===== config.mk =====
export PLATFORM = sky130hd
export DESIGN_NAME = rs_latch_driver_flat
export DESIGN_NICKNAME = d
export VERILOG_FILES = /design/src/rtl/rs_latch_if.sv /design/src/rtl/rs_latch_driver.sv /design/src/flat_wrapper.sv
export SDC_FILE = /design/constraint.sdc
export NUM_CORES = 1
export LEC_CHECK = 0
export CAP_MARGIN = 10
export CELL_PAD_IN_SITES_DETAIL_PLACEMENT = 1
export CELL_PAD_IN_SITES_GLOBAL_PLACEMENT = 1
export CORE_MARGIN = 2
export CORE_UTILIZATION = 34
export DETAILED_ROUTE_END_ITERATION = 6
export PLACE_DENSITY = 0.84
export SLEW_MARGIN = 15
export SYNTH_ARGS = -nofsm -noshare
export SYNTH_HDL_FRONTEND = slang
export SYNTH_SLANG_ARGS = --single-unit

===== constraint.sdc =====
create_clock -name clk_i -period 2.3 [get_ports clk_i]
set_clock_uncertainty 0.1 [all_clocks]
set_input_delay 0.46 -clock clk_i [delete_from_list [all_inputs] [get_ports clk_i]]
set_output_delay 0.46 -clock clk_i [all_outputs]
set_load 0.01 [all_outputs]

===== src/rtl/rs_latch_if.sv =====
// Command and latch-drive bundle between a controller and rs_latch_driver.
// The master issues commands and returns latch feedback; the slave drives the latches.
interface rs_latch_if;
  logic       req;
  logic [1:0] cmd;
  logic [1:0] sel;
  logic [3:0] q_fb;
  logic [3:0] r;
  logic [3:0] s;
  logic [3:0] e;
  logic       ack;
  logic       busy;
  logic       err;

  modport master (
    output req, cmd, sel, q_fb,
    input  r, s, e, ack, busy, err
  );

  modport slave (
    input  req, cmd, sel, q_fb,
    output r, s, e, ack, busy, err
  );
endinterface


===== src/rtl/rs_latch_driver.sv =====
// Sequencer for four gated RS latches: setup, enable pulse, hold, settle,
// then a feedback check. All outputs are registered from next-state values.
module rs_latch_driver #(
  parameter int unsigned PULSE_W = 2,
  parameter int unsigned SETTLE  = 1
) (
  input  logic clk_i,
  input  logic rst_ni,
  rs_latch_if.slave bus
);

  localparam logic [2:0] IDLE     = 3'd0;
  localparam logic [2:0] SETUP    = 3'd1;
  localparam logic [2:0] PULSE    = 3'd2;
  localparam logic [2:0] HOLD     = 3'd3;
  localparam logic [2:0] SETTLE_W = 3'd4;
  localparam logic [2:0] CHECK    = 3'd5;

  localparam logic [1:0] CMD_HOLD = 2'b00;
  localparam logic [1:0] CMD_SET  = 2'b01;
  localparam logic [1:0] CMD_RST  = 2'b10;
  localparam logic [1:0] CMD_TGL  = 2'b11;

  localparam logic [3:0] PW_M1 = 4'(PULSE_W - 1);
  localparam logic [3:0] ST_M1 = 4'(SETTLE - 1);

  logic [2:0] state_q, state_d;
  logic [3:0] cnt_q, cnt_d;
  logic [1:0] sel_q, sel_d;
  logic       tgt_q, tgt_d;
  logic       hold_q, hold_d;

  logic [3:0] r_q, r_d;
  logic [3:0] s_q, s_d;
  logic [3:0] e_q, e_d;
  logic       ack_q, ack_d;
  logic       busy_q, busy_d;
  logic       err_q, err_d;

  logic       fb_bit;
  logic       tgt_new;
  logic       drive;
  logic [3:0] one_hot;

  assign fb_bit = bus.q_fb[bus.sel];

  always_comb begin
    tgt_new = fb_bit;
    unique case (1'b1)
      bus.cmd == CMD_SET: tgt_new = 1'b1;
      bus.cmd == CMD_RST: tgt_new = 1'b0;
      bus.cmd == CMD_TGL: tgt_new = ~fb_bit;
      bus.cmd == CMD_HOLD: tgt_new = fb_bit;
    endcase
  end

  // Hold also passes a quiet SETUP cycle so its ACK lands two cycles after REQ.
  always_comb begin
    state_d = state_q;
    cnt_d   = cnt_q;
    sel_d   = sel_q;
    tgt_d   = tgt_q;
    hold_d  = hold_q;
    case (state_q)
      IDLE: begin
        if (bus.req) begin
          sel_d   = bus.sel;
          tgt_d   = tgt_new;
          hold_d  = (bus.cmd == CMD_HOLD);
          state_d = SETUP;
        end
      end
      SETUP: begin
        if (hold_q) begin
          state_d = CHECK;
        end else begin
          state_d = PULSE;
          cnt_d   = PW_M1;
        end
      end
      PULSE: begin
        if (cnt_q == 4'd0) begin
          state_d = HOLD;
        end else begin
          cnt_d = cnt_q - 4'd1;
        end
      end
      HOLD: begin
        state_d = SETTLE_W;
        cnt_d   = ST_M1;
      end
      SETTLE_W: begin
        if (cnt_q == 4'd0) begin
          state_d = CHECK;
        end else begin
          cnt_d = cnt_q - 4'd1;
        end
      end
      CHECK: begin
        state_d = IDLE;
      end
      default: begin
        state_d = IDLE;
      end
    endcase
  end

  always_comb begin
    one_hot = 4'b0001 << sel_d;
    drive   = !hold_d &&
              ((state_d == SETUP) ||
               (state_d == PULSE) ||
               (state_d == HOLD));
    s_d     = (drive && tgt_d) ? one_hot : 4'b0000;
    r_d     = (drive && !tgt_d) ? one_hot : 4'b0000;
    e_d     = (state_d == PULSE) ? one_hot : 4'b0000;
    ack_d   = (state_d == CHECK);
    busy_d  = (state_d != IDLE);
    err_d   = (state_d == CHECK) &&
              (bus.q_fb[sel_d] != tgt_d);
  end

  always_ff @(posedge clk_i or negedge rst_ni) begin
    if (!rst_ni) begin
      state_q <= IDLE;
      cnt_q   <= 4'd0;
      sel_q   <= 2'd0;
      tgt_q   <= 1'b0;
      hold_q  <= 1'b0;
      r_q     <= 4'b0000;
      s_q     <= 4'b0000;
      e_q     <= 4'b0000;
      ack_q   <= 1'b0;
      busy_q  <= 1'b0;
      err_q   <= 1'b0;
    end else begin
      state_q <= state_d;
      cnt_q   <= cnt_d;
      sel_q   <= sel_d;
      tgt_q   <= tgt_d;
      hold_q  <= hold_d;
      r_q     <= r_d;
      s_q     <= s_d;
      e_q     <= e_d;
      ack_q   <= ack_d;
      busy_q  <= busy_d;
      err_q   <= err_d;
    end
  end

  assign bus.r    = r_q;
  assign bus.s    = s_q;
  assign bus.e    = e_q;
  assign bus.ack  = ack_q;
  assign bus.busy = busy_q;
  assign bus.err  = err_q;

endmodule


===== src/flat_wrapper.sv =====
// flat-port wrapper written by rule: the top's interface ports become plain ports
module rs_latch_driver_flat 
#(
  parameter int unsigned PULSE_W = 2,
  parameter int unsigned SETTLE  = 1
)
  (clk_i, rst_ni, bus_req, bus_cmd, bus_sel, bus_q_fb, bus_r, bus_s, bus_e, bus_ack, bus_busy, bus_err);
  rs_latch_if bus_i ();
  input  logic clk_i;
  input  logic rst_ni;
  input wire logic [$bits(bus_i.req)-1:0] bus_req;
  input wire logic [$bits(bus_i.cmd)-1:0] bus_cmd;
  input wire logic [$bits(bus_i.sel)-1:0] bus_sel;
  input wire logic [$bits(bus_i.q_fb)-1:0] bus_q_fb;
  output wire logic [$bits(bus_i.r)-1:0] bus_r;
  output wire logic [$bits(bus_i.s)-1:0] bus_s;
  output wire logic [$bits(bus_i.e)-1:0] bus_e;
  output wire logic [$bits(bus_i.ack)-1:0] bus_ack;
  output wire logic [$bits(bus_i.busy)-1:0] bus_busy;
  output wire logic [$bits(bus_i.err)-1:0] bus_err;
  assign bus_i.req = bus_req;
  assign bus_i.cmd = bus_cmd;
  assign bus_i.sel = bus_sel;
  assign bus_i.q_fb = bus_q_fb;
  assign bus_r = bus_i.r;
  assign bus_s = bus_i.s;
  assign bus_e = bus_i.e;
  assign bus_ack = bus_i.ack;
  assign bus_busy = bus_i.busy;
  assign bus_err = bus_i.err;
  rs_latch_driver #(.PULSE_W(PULSE_W), .SETTLE(SETTLE)) u_core (.clk_i(clk_i), .rst_ni(rst_ni), .bus(bus_i));
endmodule

==> After elaboration in Yosys (flattened, before gate mapping) <==
Cells that the tools add are included.
{ "totals": {"register_bits": 26, "latchBits": 0, "ram_bits": 0, "rom_bits": 0, "n_memories": 0} }
{ "op_classes": {"addsub": 1, "n_mul": 0, "div_mod_pow": 0, "order_cmp": 2, "n_eq_ne": 14, "n_shift": 1, "muxes": 22, "bitwise": 1, "n_reduce_logical": 15} }
{ "op_table": {"columns": ["op", "count"], "rows": [
  ["$mux 4", 5],
  ["$pmux 3 s5", 1],
  ["$eq 3x2->1 const B", 4],
  ["$mux 3", 4],
  ["$pmux 4 s3", 1],
  ["$eq 3x1->1 const B", 2],
  ["$eq 3x3->1 const B", 2],
  ["$lt 2x3->1 const B", 2],
  ["$mux 1", 6],
  ["$reduce_bool 3->1", 2],
  ["$bmux 1 s2", 2],
  ["$eq 2x2->1 const B", 2],
  ["$logic_and 1x1->1", 4],
  ["$logic_not 4->1", 1],
  ["$mux 2", 2],
  ["$ne 2x2->1 const B", 2],
  ["$pmux 1 s4", 1],
  ["$shl 1x2->4 const A", 1],
  ["$sub 4x1->4 const B", 1],
  ["$logic_not 3->1", 1],
  ["$reduce_and 3->1", 1],
  ["$eq 2x1->1 const B", 1],
  ["$logic_not 1->1", 2],
  ["$logic_not 2->1", 1],
  ["other kinds (4)", 5]
]} }

==> Depth between registers and ports, before layout <==
Gate-level depths: netlist (run 1).
{ "depth": {"depth_word": 9, "depth_mapped": 7, "ltp_nobuf": 6} }

==> Worst setup path before layout (run 1) <==
Ideal clock, no wire load.
{ "synth_timing": {"path_type": "register to register", "startpoint": "reg u_core.state_q[1]", "endpoint": "reg u_core.err_q (netlist: u_core.bus.err)", "arrival_time_ps": 2129, "required_ps": 2113, "setup_slack_ps": -15, "path_stages_with_launch": 8, "n_path_buf": 1, "period_less_slack_ps": 2315, "cell_sequence": "dfrtp_1 > buf_6 > nor4b_4 > mux2i_1 > inv_2 > mux4_2 > xnor2_1 > a211oi_2"} }
{ "synth_between": {"elab_chain_cells": 6, "word_cells_on_any_way": 16, "cone_classes": "eq/ne (6); mux (8); reduce/logical (2)"} }
{ "synth_lines": {"columns": ["element", "line", "text"], "rows": [
  ["start, declared", "rs_latch_driver.sv:27", "logic [2:0] state_q, state_d;"],
  ["start signal, assigned", "rs_latch_driver.sv:137", "state_q <= state_d;"],
  ["$logic_not 3->1", "rs_latch_driver.sv:64", "case (state_q)"],
  ["$mux 2", "rs_latch_driver.sv:64", null],
  ["via u_core.sel_d[0]", "rs_latch_driver.sv:29", "logic [1:0] sel_q, sel_d;"],
  ["$bmux 1 s2", "rs_latch_driver.sv:120", "(bus.q_fb[sel_d] != tgt_d);"],
  ["$mux 1 (implied by the code)", "rs_latch_driver.sv:120", null],
  ["$ne 1x1->1", "rs_latch_driver.sv:120", null],
  ["$logic_and 1x1->1", "rs_latch_driver.sv:119", "err_d = (state_d == CHECK) &&"],
  ["via u_core.err_d", "rs_latch_driver.sv:38", "logic err_q, err_d;"],
  ["end signal, assigned", "rs_latch_driver.sv:147", "err_q <= err_d;"],
  ["end, declared", "rs_latch_driver.sv:38", null]
]} }
The timed path passes the listed nets, and every way through them passes these cells. The select of a mux whose other input is x is not followed.
A chain may end at the register's enable or synchronous reset.

==> Final worst setup path (run 1) <==
{ "layout_timing": {"startpoint": "in bus_sel[0]", "endpoint": "reg u_core.err_q (netlist: u_core.bus.err)"} }
{ "layout_between": {"elab_chain_cells": 8, "word_cells_on_any_way": 12, "cone_classes": "eq/ne (1); mux (9); bitwise (1); reduce/logical (1)"} }
{ "layout_lines": {"columns": ["element", "line", "text"], "rows": [
  ["start, declared", "flat_wrapper.sv:13", "input wire logic [$bits(bus_i.sel)-1:0] bus_sel;"],
  ["$bmux 1 s2 (*)", "rs_latch_driver.sv:45", "assign fb_bit = bus.q_fb[bus.sel];"],
  ["$mux 1 (implied by the code) (*)", "rs_latch_driver.sv:45", null],
  ["$not 1->1", "rs_latch_driver.sv:52", "bus.cmd == CMD_TGL: tgt_new = ~fb_bit;"],
  ["$pmux 1 s4 (*)", "rs_latch_driver.sv:49", "unique case (1'b1)"],
  ["$mux 1 (*)", "rs_latch_driver.sv:66", "if (bus.req) begin"],
  ["$mux 1 (*)", "rs_latch_driver.sv:64", null],
  ["via u_core.tgt_d", "rs_latch_driver.sv:30", "logic tgt_q, tgt_d;"],
  ["$ne 1x1->1 (*)", "rs_latch_driver.sv:120", null],
  ["$logic_and 1x1->1 (*)", "rs_latch_driver.sv:119", null],
  ["via u_core.err_d", "rs_latch_driver.sv:38", null]
]} }
The timed path passes the listed nets; every way through them passes the cells marked *. The select of a mux whose other input is x is not followed.

==> results.json, run 1 <==
{
  "run_status": "finished, final reports clean",
  "worst_path_max_delay_cell": "sky130_fd_sc_hd__mux4_2",
  "drt_pass1_iterations": 4,
  "layout-area-overhead-vs-synth_pct": 39.1,
  "worstSetupEndpointType": "register",
  "report.final.setup_viol": 0,
  "cts.reportedPaths.clkPinSlew_ns": 0.15,
  "layout.area.seq_sq_um": 651,
  "r2r_end": "u_core.bus.err",
  "area_used_by_multi_input_combinational_logic_sq_um": 500,
  "global_route_congestion_overflow_total": 0,
  "initial_utilization_pct": 35.6,
  "cp_slowest_stage_delay_ns": 0.52,
  "antenna_violations_before_repair": 0,
  "synth.yosys.seq_area_share_pct": 54.4,
  "synth.avg_cell_area_sq_um": 11.2,
  "achievable-frequency_mhz": 458,
  "n_antenna_cell": 0,
  "slew_headroom_pct": 73.2,
  "cts_inserted_buffers": 3,
  "fp-row-count": 21,
  "critPathRequiredTime_ns": 2.45,
  "finalCritPeriodShare_pct": 94.9,
  "slew_worst_pin_ns": 0.399,
  "cts_buffer_depth": 2,
  "first_iter_violations": 14,
  "final_hold_viol_count": 0,
  "tritoncts": "built",
  "reg2reg_slack_ns": 0.16,
  "design_power_total_w": 0.00207,
  "mappedNetlistNets": 120,
  "final_cell_mix": "sky130_fd_sc_hd__dfrtp_1 (26), sky130_fd_sc_hd__clkdlybuf4s50_1 (24), sky130_fd_sc_hd__buf_4 (15)",
  "fp.coreArea_sq_um": 3360,
  "vias_in_the_first_global_route": 1078,
  "final.min_clock_period_ns": 2.18,
  "count_of_maximum_capacitance_violations": 0,
  "timing.rr.start": "u_core.state_q[0]",
  "route.final.wire_length_mm": 2.93,
  "place_ws_ns": -0.327,
  "path_cells": "clkdlybuf4s50_1 -> mux4_2 -> mux2i_1 -> a21o_2 -> inv_1 -> xnor2_1 -> a211oi_2",
  "floorplan.die.height_microns": 63.3,
  "dp.final_hpwl_mm": 2.28,
  "vdd.ir_drop.worst_mv": 0.495,
  "unrepaired_setup_endpoints_after_global_routing": "false",
  "layoutNonFillerInstCount": 195,
  "worst_min_path_class": "in -> async",
  "postRouteAntennaNets": 0,
  "critical_path.max_fanout": 6,
  "syn-instance-count": 107,
  "layout.nets": 163,
  "layout.cells.most_common": "sky130_fd_sc_hd__dfrtp_1",
  "detailroute.via_count": 974,
  "place.port_buffers": 25,
  "die_area_sq_um": 4010,
  "fill_cells": 394,
  "grt_pass1_wl_mm": 5.12,
  "die_width_microns": 63.3,
  "gp_congestion": 0.794,
  "synth-seq-cells": 26,
  "pwr_density_cell_nw_per_um2": 1250,
  "yosysUniqueCellTypes": 34,
  "mapped_area_sq_um": 1200,
  "cts.sinks": 26,
  "critical_path_class": "in -> reg",
  "static-leakage-power_nw": 0.751,
  "crit_path_start_kind": "input pin",
  "critPathArrivalTime_ns": 2.33,
  "wl_per_cell_microns": 15.0,
  "post-place-cells": 190,
  "htree_num_levels": 1,
  "grt_max_degree": 27,
  "ff2ff_path_depth": 6,
  "drcViolationCount": 0,
  "ctsRootBufferMaster": "sky130_fd_sc_hd__clkbuf_4",
  "layout-drive-gt1-share_pct": 20.1,
  "pin_count": 26,
  "grt_use_total_pct": 16.2,
  "timing.final.ws_setup_ns": 0.118,
  "fraction_of_the_core_area_covered_by_cells_at_the_end_of_the_flow_pct": 49.5,
  "synth.yosys.warnings": 0,
  "skew_pair_late_insertion_delay_ns": 0.32,
  "max_slew_violation_count": 0,
  "detail_route.vias_per_cell": 4.99
}
[state kept, by name, indices dropped and copies added (netlist names)]
signal and flops:
u_core.bus.s 4, u_core.bus.r 4, u_core.tgt_q 1, u_core.hold_q 1, u_core.bus.e 4, u_core.state_q 3, u_core.bus.err 1, u_core.bus.busy 1
u_core.sel_q 2, u_core.cnt_q 4, u_core.bus.ack 1
[per-stage QoR]
| stage | instance area [sq um] | hold slack (ns) | setup TNS [ns] |
|---|---|---|---|
| after floorplan | 1200 | 0.0644 | 0 |
| after global placement | 1600 | 0.389 | -1.14 |
| after detailed placement | 1600 | 0.432 | -1.42 |
| after CTS | 1660 | 0.396 | 0 |
| after global routing | 1660 | 0.389 | 0 |
| final | 1660 | 0.384 | 0 |
[critical path: cells and delay by family]
family | cells | cell delay (ns)
compound gates | 2 | 0.42
buf+inv | 2 | 0.69
xor+xnor | 1 | 0.12
mux | 2 | 0.65
[worst max path at each step]
stage                           start             end  slack [ns]  cells after the start
floorplan           u_core.state_q[1]  u_core.bus.err       0.006                      7
global placement              bus_req  u_core.bus.err       -0.23                      7
detailed placement            bus_req  u_core.bus.err       -0.33                      7
CTS                           bus_req  u_core.bus.err        0.01                      7
global route        u_core.state_q[0]  u_core.bus.err        0.05                      6
finish                     bus_sel[0]  u_core.bus.err        0.12                      7
[what timing repair did]
action,4_1_cts,5_1_grt
hold endpoints to repair,0,0
hold buffers,0,0
buffers inserted,1,0
gates resized for setup,0,2
setup endpoints to repair,1,2
[cells by family (layout without fill, tap and decap cells)]
kind of cell | count (synthesis) | after routing | synth area share (%)
mux | 7 | 7 | 8.05
simple gates | 40 | 40 | 18.6
compound gates | 16 | 16 | 9.52
flops | 26 | 26 | 54.4
xor+xnor | 4 | 4 | 2.93
fa+ha+maj | 2 | 2 | 2.09
buf+inv | 12 | 54 | 4.39
[cell type report]
cell class	count	share of cell area, %
Clock inverter	1	1.80
Clock buffer	3	1.35
Sequential cell	26	39.1
Tap cell	46	3.46
Multi-Input combinational cell	69	30.1
Inverter	10	2.26
Timing Repair Buffer	40	22.0
[power by group]
group | switching, W | internal (W) | leakage [nW]
combinational | 0.000548 | 0.000517 | 0.383
sequential | 0.0000909 | 0.000601 | 0.340
clock | 0.000140 | 0.000176 | 0.0279
[metal layers]
| layer | track usage [%] | vias to the layer above | part of all wire (%) |
|---|---|---|---|
| met3 | 3.75 | 0 | 4.1 |
| li1 | - | 461 | - |
| met4 | 2.45 | 0 | 0 |
| met2 | 29.5 | 20 | 54 |
| met5 | 0 | - | 0 |
| met1 | 20.0 | 493 | 42 |
[Yosys cell counts (all sizes together)]
master	instances	share of area [%]
dfrtp	26	54
inv	10	3.1
nand2	8	2.5
nor2	8	2.5
nor4	8	4.2
a21oi	4	1.7
mux2i	4	3.3
nand2b	3	1.6
nor3	3	1.3
xnor2	3	2.2
a21o	2	1.4
ha	2	2.1
mux4	2	3.8
nand3	2	0.84
nand4	2	1.0
nor2b	2	1.0
o211ai	2	1.3
o21ai	2	0.84
a211oi	1	1.0
and2	1	0.52
buf	1	0.94
clkbuf	1	0.31
mux2	1	0.94
nand3b	1	0.63
nor4b	1	2.0
o21bai	1	0.63
o22ai	1	0.52
o311a	1	0.84
o311ai	1	0.73
o31ai	1	0.63
or2	1	0.52
xor2	1	0.73
(Power assumes the default switching activity.)
==> run 2, diff against run 1 <==
- SLEW_MARGIN: 15 -> 20
- clock period: 2.3 -> 1.8 ns (I/O delays scaled with it)
==> results.json, run 2 (same netlist as run 1, synthesis figures left out) <==
{
  "pin_count": 26,
  "vias_in_the_first_global_route": 1225,
  "reg2reg_slack_ns": -0.29,
  "relative_contribution_of_sequential_cells_to_total_power_pct": 28.7,
  "cts_inserted_buffers": 3,
  "crit_path_start_kind": "register",
  "internal_power_w": 0.00189,
  "pwr_density_cell_nw_per_um2": 1690,
  "detailroute.via_count": 1039,
  "grt_max_degree": 27,
  "grt_pass1_wl_mm": 5.88,
  "critical-path-top-delay-family": "multiplexers",
  "floorplan.die.height_microns": 63.3,
  "layout.cells.most_common": "sky130_fd_sc_hd__dfrtp_1",
  "route.final.wire_length_mm": 3.54,
  "slew_worst_pin_ns": 0.539,
  "ctsRootBufferMaster": "sky130_fd_sc_hd__clkbuf_4",
  "detail_route.vias_per_cell": 5.07,
  "critPathRequiredTime_ns": 1.95,
  "cts_buffer_depth": 2,
  "vdd.ir_drop.worst_mv": 0.715,
  "critical_path.max_fanout": 3,
  "drt_pass1_iterations": 4,
  "worstPathBufferInverterCount": 2,
  "timing.setup.tns_ns": -1.83,
  "clock_power_share_pct": 12.5,
  "n_antenna_cell": 0,
  "grt_use_total_pct": 19.1,
  "timing.final.ws_setup_ns": -0.293,
  "antenna_violations_before_repair": 0,
  "layout-area-overhead-vs-synth_pct": 56.6,
  "cp_slowest_stage_delay_ns": 0.45,
  "gp_congestion": 0.797,
  "final_hold_viol_count": 0,
  "global_route_congestion_overflow_total": 0,
  "path_cells": "nor4b_4 -> buf_6 -> mux2i_4 -> inv_2 -> mux4_2 -> xnor2_2 -> a211oi_2",
  "finalCritPeriodShare_pct": 116,
  "fp.coreArea_sq_um": 3360,
  "worst_path_max_delay_cell": "sky130_fd_sc_hd__mux4_2",
  "final_cell_mix": "sky130_fd_sc_hd__dfrtp_1 (26), sky130_fd_sc_hd__buf_4 (22), sky130_fd_sc_hd__clkdlybuf4s50_1 (21), sky130_fd_sc_hd__nand2_1 (8), sky130_fd_sc_hd__inv_1 (7)",
  "layout-drive-gt1-share_pct": 34.0,
  "drt-met1-wl_mm": 1.22,
  "max_slew_violation_count": 0,
  "cts.reportedPaths.clkPinSlew_ns": 0.14,
  "fp-row-count": 21,
  "unrepaired_setup_endpoints_after_global_routing": "true",
  "first_iter_violations": 13,
  "wl_per_cell_microns": 17.3,
  "tritoncts": "built",
  "drcViolationCount": 0,
  "achievable-frequency_mhz": 478,
  "timing.rr.start": "u_core.state_q[1]",
  "met2_wire_length_mm": 2.11,
  "place.port_buffers": 25,
  "area_used_by_multi_input_combinational_logic_sq_um": 623,
  "final.min_clock_period_ns": 2.09,
  "sw_frac_of_total_pct": 40.2,
  "comb_power_share_pct": 58.8,
  "critical_path_class": "reg -> reg",
  "fill_cells": 386,
  "die_width_microns": 63.3,
  "top_signal_layer_used": "met4",
  "static-leakage-power_nw": 0.821,
  "dp.final_hpwl_mm": 2.45,
  "count_of_maximum_capacitance_violations": 0,
  "r2r_end": "u_core.bus.err",
  "report.final.setup_viol": 10,
  "htree_num_levels": 1,
  "run_status": "complete, but fails checks",
  "cts.sinks": 26,
  "ff2ff_path_depth": 7,
  "detailroute.wirelength.met3_microns": 158,
  "switching_power_w": 0.00127,
  "postRouteAntennaNets": 0,
  "slew_headroom_pct": 64.0,
  "layout.nets": 173,
  "initial_utilization_pct": 35.6,
  "skew_pair_late_insertion_delay_ns": 0.31,
  "critPathArrivalTime_ns": 2.24,
  "die_area_sq_um": 4010,
  "worst_min_path_class": "in -> async",
  "failed_checks": "negative setup slack",
  "layout.area.seq_sq_um": 651,
  "finalHoldWorstSlack_ns": 0.303,
  "worstSetupEndpointType": "register"
}
## run 2: cell count changes in the layout (fill, tap and decap cells not counted), moves of 2 or more
cell                              delta
sky130_fd_sc_hd__buf_4               +7
sky130_fd_sc_hd__buf_6               +3
sky130_fd_sc_hd__clkdlybuf4s50_1     -3
sky130_fd_sc_hd__dlygate4sd2_1       +3
sky130_fd_sc_hd__mux2i_2             -2
sky130_fd_sc_hd__mux2i_4             +2
sky130_fd_sc_hd__nor2_1              -2
sky130_fd_sc_hd__nor2_2              +2
sky130_fd_sc_hd__nor4_1              -7
sky130_fd_sc_hd__nor4_2              +3
sky130_fd_sc_hd__nor4_4              +4
## run 2: final cells by class
type | instances | share of cell area, %
sequential | 26 | 34.7
multi-input combinational | 69 | 33.3
timing repair buffer | 50 | 23.9
tap | 46 | 3.07
inverter | 10 | 2.20
clock inverter | 1 | 1.60
clock buffer | 3 | 1.20
## run 2: power by group through the flow
stage	registers [W]	clock network, W	logic [W]
6_report	0.000908	0.000394	0.00186
5_1_grt	0.000929	0.000443	0.00202
4_1_cts	0.000900	0.000408	0.00171
3_5_place_dp	0.000906	0	0.00146
3_3_place_gp	0.000892	0	0.00138
2_1_floorplan	0.000925	0	0.000779
## run 2: per-stage QoR
step                      cells  area (sq um)  utilization (%)  total power [W]  setup WS [ns]
final                       205          1870             55.7          0.00316         -0.293
after global routing        205          1870             55.7          0.00339         -0.377
after CTS                   204          1800             53.6          0.00302         -0.282
after detailed placement    195          1650             49.0          0.00236         -0.707
after global placement      195          1650             49.0          0.00227         -0.654
after floorplan             107          1210                -          0.00170         -0.446
## run 2: how the worst max path moves through the flow
stage               depth (start not counted)               from             end
finish                                      7  u_core.state_q[1]  u_core.bus.err
global route                                8  u_core.state_q[1]  u_core.bus.err
CTS                                         7  u_core.state_q[1]  u_core.bus.err
detailed placement                          8            bus_req  u_core.bus.err
global placement                            8            bus_req  u_core.bus.err
floorplan                                   6  u_core.state_q[0]  u_core.bus.err
## run 2: repair_timing
item,4_1_cts,5_1_grt
hold endpoints to repair,0,0
hold buffers,0,0
gates resized for setup,14,12
setup endpoints to repair,10,15
setup buffers,5,2
pin swaps,3,2
cloned,0,0
## run 2: routing by layer
layer / global-route usage, % / vias up
met2: 36.7 / 23
li1: - / 477
met5: 0 / -
met4: 6.79 / 0
met1: 20.1 / 533
met3: 4.46 / 6
==> run 3, diff against run 2 <==
- SETUP_SLACK_MARGIN: unset -> 0.1
==> results.json, run 3 (same netlist as run 1, synthesis figures left out) <==
{
  "postRouteAntennaNets": 0,
  "layout.nets": 184,
  "antenna_violations_before_repair": 0,
  "drcViolationCount": 0,
  "grt_use_total_pct": 19.1,
  "timing.rr.start": "u_core.state_q[1]",
  "first_iter_violations": 12,
  "final.min_clock_period_ns": 2.19,
  "fp-row-count": 21,
  "path_cells": "nor4b_4 -> buf_6 -> mux2i_4 -> inv_2 -> mux4_2 -> xnor2_2 -> a211oi_2",
  "detail_route.vias_per_cell": 5.16,
  "post-place-cells": 195,
  "final_cell_mix": "sky130_fd_sc_hd__dfrtp_1 (26), sky130_fd_sc_hd__buf_4 (23), sky130_fd_sc_hd__dlymetal6s2s_1 (11), sky130_fd_sc_hd__buf_6 (11), sky130_fd_sc_hd__dlygate4sd2_1 (10)",
  "die_width_microns": 63.3,
  "detailroute.via_count": 1114,
  "ctsRootBufferMaster": "sky130_fd_sc_hd__clkbuf_4",
  "final_hold_viol_count": 0,
  "crit_path_start_kind": "register",
  "dp.final_hpwl_mm": 2.43,
  "ctsHoldBuffers": 0,
  "relative_contribution_of_sequential_cells_to_total_power_pct": 24.9,
  "sw_frac_of_total_pct": 41.3,
  "critPathRequiredTime_ns": 1.94,
  "critical_path_class": "reg -> reg",
  "finalCritPeriodShare_pct": 122,
  "switching_power_w": 0.00151,
  "pin_count": 26,
  "failed_checks": "negative setup slack",
  "cp_slowest_stage_delay_ns": 0.45,
  "static-leakage-power_nw": 1.11,
  "place.port_buffers": 25,
  "worst_path_max_delay_cell": "sky130_fd_sc_hd__mux4_2",
  "drt_pass1_iterations": 2,
  "critPathArrivalTime_ns": 2.33,
  "htree_num_levels": 1,
  "layout.cells.most_common": "sky130_fd_sc_hd__dfrtp_1",
  "layout-area-overhead-vs-synth_pct": 75.8,
  "postPlaceCellArea_sq_um": 1650,
  "fp.coreArea_sq_um": 3360,
  "cts.reportedPaths.clkPinSlew_ns": 0.15,
  "cts.sinks": 26,
  "reg2reg_slack_ns": -0.39,
  "unrepaired_setup_endpoints_after_global_routing": "true",
  "slew_headroom_pct": 76.9,
  "timing.final.ws_setup_ns": -0.388,
  "critical_path.max_fanout": 4,
  "wl_per_cell_microns": 18.8,
  "layoutNonFillerInstCount": 216,
  "route.final.wire_length_mm": 4.07,
  "pwr_density_cell_nw_per_um2": 1740,
  "r2r_end": "u_core.bus.err",
  "internal_power_w": 0.00215,
  "n_antenna_cell": 0,
  "global_route_congestion_overflow_total": 0,
  "skew_pair_late_insertion_delay_ns": 0.32,
  "layout-drive-gt1-share_pct": 45.3,
  "comb_power_share_pct": 64.1,
  "cts_inserted_buffers": 3,
  "worst_min_path_class": "in -> async",
  "vias_in_the_first_global_route": 1185,
  "fin_area_sq_um": 2100,
  "vdd.ir_drop.worst_mv": 0.808,
  "max_slew_violation_count": 0,
  "tritoncts": "built",
  "achievable-frequency_mhz": 457,
  "cts_buffer_depth": 2,
  "slew_worst_pin_ns": 0.346,
  "count_of_maximum_capacitance_violations": 0,
  "worstSetupEndpointType": "register",
  "run_status": "complete, but fails checks",
  "design_power_total_w": 0.00365,
  "gp_congestion": 0.754,
  "clock_power_share_pct": 11.0,
  "die_area_sq_um": 4010,
  "floorplan.die.height_microns": 63.3,
  "grt_max_degree": 27,
  "grt_pass1_wl_mm": 5.78,
  "ff2ff_path_depth": 7,
  "report.final.setup_viol": 21,
  "initial_utilization_pct": 35.6
}
## run 3: worst max-delay path: cells and delay by family (launching register included)
kind	cells	cell delay, ns
flip-flops	1	0.44
XOR/XNOR	1	0.15
buffers and inverters	2	0.24
AO/OA/AOI/OAI	1	0.14
AND/OR/NAND/NOR	1	0.33
multiplexers	2	0.71
## run 3: repair_timing
item,CTS,global route
setup endpoints to repair,18,31
setup buffers,6,15
gates resized for setup,32,44
pin swaps,3,14
## run 3: final cells by class
type,count,area [sq um]
repair buffers,61,592
clock buffers,3,22.5
inverters,10,41.3
clock inverters,1,30.0
fillers,376,1260
multi-input cells,69,709
flip-flops and latches,26,651
well taps,46,57.6
## run 3: worst max path at each step
stage                      start  depth (start not counted)        endpoint
2_1_floorplan  u_core.state_q[0]                          6  u_core.bus.err
3_3_place_gp             bus_req                          8  u_core.bus.err
3_5_place_dp             bus_req                          8  u_core.bus.err
4_1_cts        u_core.state_q[0]                          7  u_core.bus.err
5_1_grt        u_core.state_q[1]                          7  u_core.bus.err
6_report       u_core.state_q[1]                          7  u_core.bus.err
## run 3: power by group through the flow
stage | clock, W | combinational, W | sequential (W)
2_1_floorplan | 0 | 0.000804 | 0.000926
3_3_place_gp | 0 | 0.00140 | 0.000894
3_5_place_dp | 0 | 0.00148 | 0.000907
4_1_cts | 0.000414 | 0.00177 | 0.000907
5_1_grt | 0.000448 | 0.00250 | 0.000930
6_report | 0.000401 | 0.00234 | 0.000911
## run 3: through the flow
step	util (%)	hold slack [ns]	setup slack, ns	TNS (ns)
after detailed placement	49.2	0.414	-0.764	-7.04
after CTS	54.5	0.290	-0.343	-1.37
after global routing	62.5	0.296	-0.425	-5.70
after global placement	49.2	0.389	-0.650	-6.19
final	62.5	0.281	-0.388	-4.08
after floorplan	-	-0.0356	-0.446	-0.487
## run 3: per-layer routing
metal  GRT usage [%]  vias up  share of wire (%)
met5               0        -                  0
met4            7.34        0                2.9
met3            3.75       11                3.6
met2            36.7       29                 56
met1            20.4      570                 38
li1                -      504                  -
